===== src/rtl/adder_pkg.sv =====
// Shared types and constants for the serial chunked add/subtract unit.
// Mode encoding for the 'sub' input and the two-state sequencer.
package adder_pkg;

    localparam logic ADD = 1'b0;
    localparam logic SUB = 1'b1;

    typedef enum logic {
        IDLE = 1'b0,
        RUN  = 1'b1
    } state_t;

endpackage


===== src/rtl/rca_chunk.sv =====
// Purely combinational CHUNK-bit ripple-carry slice built from per-bit full adders.
// Exposes the carry into the top bit so the caller can derive signed overflow.
module rca_chunk #(
    parameter int CHUNK = 4
) (
    input  logic [CHUNK-1:0] a,
    input  logic [CHUNK-1:0] b,
    input  logic             cin,
    output logic [CHUNK-1:0] s,
    output logic             cout,
    output logic             c_msb_in
);

    logic [CHUNK:0] c;

    assign c[0] = cin;

    for (genvar i = 0; i < CHUNK; i++) begin : g_fa
        assign s[i]   = a[i] ^ b[i] ^ c[i];
        assign c[i+1] = (a[i] & b[i]) | (c[i] & (a[i] ^ b[i]));
    end

    assign cout     = c[CHUNK];
    assign c_msb_in = c[CHUNK-1];

endmodule


===== src/rtl/serial_chunk_adder.sv =====
// Multi-cycle WIDTH-bit add/subtract: one CHUNK-bit ripple slice reused for
// WIDTH/CHUNK cycles, carry held in a register between cycles.
module serial_chunk_adder
    import adder_pkg::*;
#(
    parameter int WIDTH = 32,
    parameter int CHUNK = 4
) (
    input  logic             clk,
    input  logic             rst_n,
    input  logic             start,
    input  logic [WIDTH-1:0] a,
    input  logic [WIDTH-1:0] b,
    input  logic             cin,
    input  logic             sub,
    output logic             busy,
    output logic             done,
    output logic [WIDTH-1:0] sum,
    output logic             cout,
    output logic             ovf
);

    localparam int NCHUNK = WIDTH / CHUNK;
    localparam int IDXW   = (NCHUNK > 1) ? $clog2(NCHUNK) : 1;
    localparam logic [IDXW-1:0] LAST = IDXW'(NCHUNK - 1);

    state_t            state;
    state_t            state_nxt;
    logic [IDXW-1:0]   idx;
    logic [WIDTH-1:0]  a_q;
    logic [WIDTH-1:0]  b_q;
    logic [WIDTH-1:0]  acc;
    logic              carry;

    logic [CHUNK-1:0]  a_sl;
    logic [CHUNK-1:0]  b_sl;
    logic [CHUNK-1:0]  s_sl;
    logic              c_out_sl;
    logic              c_msb_sl;
    logic              last;
    logic [WIDTH-1:0]  result;

    // Chunk selection and the accumulator with the current chunk merged in.
    always_comb begin
        a_sl   = a_q[int'(idx)*CHUNK +: CHUNK];
        b_sl   = b_q[int'(idx)*CHUNK +: CHUNK];
        last   = (idx == LAST);
        result = acc;
        result[int'(idx)*CHUNK +: CHUNK] = s_sl;
    end

    rca_chunk #(
        .CHUNK (CHUNK)
    ) u_slice (
        .a        (a_sl),
        .b        (b_sl),
        .cin      (carry),
        .s        (s_sl),
        .cout     (c_out_sl),
        .c_msb_in (c_msb_sl)
    );

    // NOTE: sequential state uses non-blocking assignments so every register
    // samples pre-edge values regardless of statement order.
    always_ff @(posedge clk or negedge rst_n) begin
        if (!rst_n) begin
            state <= IDLE;
        end else begin
            state <= state_nxt;
        end
    end

    // NOTE: next-state gets its default before the case so no path leaves it
    // unassigned and no latch is inferred.
    always_comb begin
        state_nxt = state;
        case (state)
            IDLE: if (start) state_nxt = RUN;
            RUN:  if (last)  state_nxt = IDLE;
            default: state_nxt = IDLE;
        endcase
    end

    assign busy = (state == RUN);

    // NOTE: operand and accumulator registers are reset too, so an aborted
    // operation leaves no stale data visible after reset release.
    always_ff @(posedge clk or negedge rst_n) begin
        if (!rst_n) begin
            idx   <= '0;
            a_q   <= '0;
            b_q   <= '0;
            acc   <= '0;
            carry <= 1'b0;
            sum   <= '0;
            cout  <= 1'b0;
            ovf   <= 1'b0;
            done  <= 1'b0;
        end else begin
            done <= 1'b0;
            case (state)
                IDLE: begin
                    if (start) begin
                        // Subtraction is a + ~b + ~borrow through the same slice.
                        a_q   <= a;
                        b_q   <= (sub == SUB) ? ~b : b;
                        carry <= (sub == SUB) ? ~cin : cin;
                        idx   <= '0;
                    end
                end
                RUN: begin
                    acc   <= result;
                    carry <= c_out_sl;
                    if (last) begin
                        idx  <= '0;
                        sum  <= result;
                        cout <= c_out_sl;
                        ovf  <= c_msb_sl ^ c_out_sl;
                        done <= 1'b1;
                    end else begin
                        idx <= idx + 1'b1;
                    end
                end
                default: ;
            endcase
        end
    end

endmodule


===== config.mk =====
export PLATFORM = sky130hd
export DESIGN_NAME = serial_chunk_adder
export DESIGN_NICKNAME = d
export VERILOG_FILES = /design/src/rtl/adder_pkg.sv /design/src/rtl/rca_chunk.sv /design/src/rtl/serial_chunk_adder.sv
export SDC_FILE = /design/constraint.sdc
export NUM_CORES = 1
export LEC_CHECK = 0
export ABC_AREA = 1
export CAP_MARGIN = 20
export CORE_ASPECT_RATIO = 0.9
export CORE_MARGIN = 2
export CORE_UTILIZATION = 49
export DETAILED_ROUTE_END_ITERATION = 10
export PLACE_DENSITY = 0.74
export SLEW_MARGIN = 20
export SYNTH_ARGS = -nofsm -noshare
export SYNTH_HDL_FRONTEND = slang
export SYNTH_SLANG_ARGS = --single-unit

===== constraint.sdc =====
create_clock -name clk -period 3.4 [get_ports clk]
set_clock_uncertainty 0.15 [all_clocks]
set_input_delay 0.68 -clock clk [delete_from_list [all_inputs] [get_ports clk]]
set_output_delay 0.68 -clock clk [all_outputs]
set_load 0.01 [all_outputs]

==> summary.txt <==
# nets final = 1,005
Die Wd = 130 um
drt pass-1 iters = 5
diodes inserted = 0
CP arrival = 3.42 ns
CP endpoint kind = flip-flop
FF-to-FF setup slack = 0.14 ns
initial antenna violation count = 0
Tcrit/Tclk final = 0.960
Hold Worst Slack = 0.114 ns
Sw Share = 0.401
DP Worst Slack = 0.0315 ns
fraction of layout instances using a drive strength above 1 = 0.134
Ys Warns = 0
worst r2r src = idx[0]$_DFFE_PN0P_
vias in the first global route = 5,400
Netlist Area Pre-Place = 0.00696 mm2
unrepaired setup endpoints after global routing = true
post-synthesis xor/xnor area fraction = 0.0428
Final min period = 3.26 ns
H-tree depth = 4
Setup Crit Path Kind = flip-flop to flip-flop
Via density = 5.11
die area = 0.0152 mm2
synth unique cells = 32
Hold Path Class = primary input to async pin
compound-cell area share of the yosys netlist = 0.0574
GRT Residual Overflow = 0
WP buf/inv = 5
max_slew headroom = 0.432
Final Slew Violations = 0
adder-cell share of the synthesized area = 0.0241
sequential element share of the synthesized area = 0.489
Root Driver = clkbuf_16
combinational share of power = 0.490
crit path cell chain = buf_12 -> nor2_1 -> nor2_1 -> o21ai_1 -> nand3_1 -> nand2_2 -> fa_2 -> inv_2 -> fa_2 -> inv_2 -> fa_2 -> inv_2 -> fa_2 -> inv_2 -> nor2_4 -> nand2_2 -> nand3_2 -> nand3_1 -> nand2_1
post-synthesis mux area share = 0.0594
first-pass GRT wire length = 26,600 um
Clock Sinks = 136
part of the power in registers = 0.293
Fmax = 306 MHz
overall routing resource usage = 0.227
Via Count = 5,785
initial core utilization = 0.498
maximum number of pins on one net before global-route repair = 55
run status = complete, no violations
power per cell area = 1080 mW/mm2
WL per Instance = 14.5 um
clock tree from TritonCTS = done
Max VDD drop = 0.525 mV
DR DRC count = 0
CP peak stage delay = 0.47 ns
Syn Nets = 901
Inst Count DP = 1,092
Final Util = 0.644
antenna viol nets, final = 0
Seq cells post-synth = 136
Final GP Congestion = 0.884
Max Cap Viol = 0
CTS buffer count = 17
Final Hold Fails = 0
fin cells = 1,131
Post-Route WL = 16,400 um
core area = 0.0140 mm2
Data required, critical path = 3.56 ns
largest family of logic cells by synthesized area = simple AND/OR/NAND/NOR gates
hold_buf cts = 0
Area Overhead vs Synth = 29.1%
Worst-Skew Late Latency = 0.43 ns
placement row count = 41
CP startpoint kind = flip-flop
Final Setup Violations = 0
Clk pwr share = 0.218
crit-path leading delay family = adder cells
Fill cells = 1,116
Simple-Gate Fraction of Synth Area = 0.258
Leak = 4.42 nW
slowest CP cell = fa_2
footprint of the multi-input gates = 0.00314 mm2
CP Max Fanout = 6
worst r2r dst = sum[11]$_DFFE_PN0P_
Clock transition at path regs = 0.06 ns
Total Power = 9.69 mW
Mapped Cells = 821
initial drt markers = 552
Max clock buf depth = 2
average size of a mapped cell = 8.47 um2
IO Count = 105
I/O Buffers = 104
setup ws final = 0.137 ns
Slew @ Worst Pin = 0.852 ns
Psw = 3.88 mW
internal power = 5.81 mW
HPWL Detailed = 11,100 um
depth of the most critical reg-to-reg path = 19
area occupied by registers = 0.00340 mm2
Die Span Y = 117 um
==> cell type report <==
type,instances,share of cell area
Sequential cell,136,0.379
Multi-Input combinational cell,584,0.350
Timing Repair Buffer,129,0.144
Clock buffer,20,0.0508
Tap cell,193,0.0269
Inverter,57,0.0248
Clock inverter,12,0.0247
==> layout by cell type (no fill, tap or decap), drive strengths merged <==
| cell | synthesis | final |
|---|---|---|
| nand2 | 254 | 254 |
| dfrtp | 136 | 136 |
| clkdlybuf4s50 | 0 | 102 |
| nand3 | 99 | 99 |
| nor2 | 73 | 73 |
| o21ai | 66 | 66 |
| inv | 55 | 55 |
| xnor2 | 33 | 33 |
| mux2 | 28 | 28 |
| buf | 31 | 25 |
| clkbuf | 13 | 22 |
| a21oi | 8 | 8 |
| clkinv | 2 | 8 |
| ha | 7 | 7 |
| nand4 | 6 | 6 |
| bufinv | 0 | 6 |
| fa | 4 | 4 |
| o211ai | 2 | 2 |
| or2 | 1 | 1 |
| xor2 | 1 | 1 |
| a22oi | 1 | 1 |
| o22ai | 1 | 1 |
==> per-layer routing <==
| metal | vias up | global-route usage | share of wire |
|---|---|---|---|
| met5 | - | 0 | 0 |
| met4 | 0 | 0.0875 | 0.023 |
| met3 | 34 | 0.0441 | 0.055 |
| met2 | 202 | 0.341 | 0.45 |
| met1 | 2708 | 0.329 | 0.47 |
| li1 | 2841 | - | - |
==> timing repair <==
| action | CTS | global route |
|---|---|---|
| hold endpoints to repair | 0 | 0 |
| gates cloned | 0 | 2 |
| buffers inserted | 0 | 5 |
| setup endpoints to repair | 2 | 17 |
| resized for setup | 1 | 29 |
| pin swaps | 0 | 10 |
==> worst max-delay path by stage <==
stage                       start                   to  slack [ns]  cells past startpoint
5_1_grt        idx[0]$_DFFE_PN0P_  sum[31]$_DFFE_PN0P_       -0.04                     19
4_1_cts        idx[0]$_DFFE_PN0P_  sum[15]$_DFFE_PN0P_        0.02                     19
3_5_place_dp   idx[1]$_DFFE_PN0P_  sum[15]$_DFFE_PN0P_        0.03                     18
3_3_place_gp   idx[0]$_DFFE_PN0P_  sum[27]$_DFFE_PN0P_        0.14                     19
2_1_floorplan  idx[0]$_DFFE_PN0P_  acc[27]$_DFFE_PN0P_        0.09                     19
6_report       idx[0]$_DFFE_PN0P_  sum[11]$_DFFE_PN0P_        0.14                     19
==> flip-flops by register name, summed over array words and instances, names as in the netlist, 3 cells and up <==
register	flops
idx	3
a_q	32
acc	32
sum	32
b_q	32
==> worst reg2reg max path: stages, from the launching register on <==
cell and delay (ns):
dfrtp_2 0.45, buf_12 0.14, nor2_1 0.04, nor2_1 0.11
o21ai_1 0.08, nand3_1 0.10, nand2_2 0.06, fa_2 0.35
inv_2 0.06, fa_2 0.18, inv_2 0.04, fa_2 0.36
inv_2 0.07, fa_2 0.47, inv_2 0.10, nor2_4 0.04
nand2_2 0.09, nand3_2 0.07, nand3_1 0.12, nand2_1 0.06
==> power by group through the flow <==
stage	Clock, mW	Combinational (mW)	Sequential, mW
floorplan	0	3.00	2.75
global placement	0	4.21	2.81
detailed placement	0	4.31	2.81
CTS	2.13	4.34	2.81
global route	2.20	5.30	2.92
finish	2.11	4.75	2.83
==> logic make-up after synthesis <==
logic type      count (synthesis)
buf+inv                       101
simple gates                  433
fa+ha+maj                      11
flops                         136
xor+xnor                       34
mux                            28
compound gates                 78
==> through the flow <==
stage                     area, um2  setup TNS [ns]
after floorplan                6960               0
after global placement         8150               0
after detailed placement       8150               0
after CTS                      8830               0
after global routing           8980          -0.172
final                          8980               0
==> Yosys cell counts <==
library cell	instances	share of area
mux2_4	26	0.056
inv_1	51	0.028
buf_2	17	0.012
dfrtp_1	136	0.49
nor2_1	70	0.038
inv_6	1	0.0013
inv_2	3	0.0016
o21ai_0	65	0.047
or2_2	1	0.00090
nor2_2	3	0.0027
o21ai_1	1	0.00072
buf_6	7	0.011
clkinv_1	2	0.0011
mux2_2	2	0.0032
xor2_1	1	0.0013
a21oi_1	8	0.0058
o22ai_1	1	0.00090
clkbuf_1	10	0.0054
buf_1	4	0.0022
clkbuf_4	2	0.0022
nand2_1	247	0.13
buf_4	3	0.0032
xnor2_1	33	0.042
nand3_1	98	0.071
nand4_1	6	0.0054
fa_1	4	0.012
nand3_2	1	0.0014
o211ai_1	2	0.0022
clkbuf_2	1	0.00072
a22oi_1	1	0.0011
nand2_2	7	0.0063
ha_1	7	0.013
Note: power is estimated with default switching activity, not from simulation.
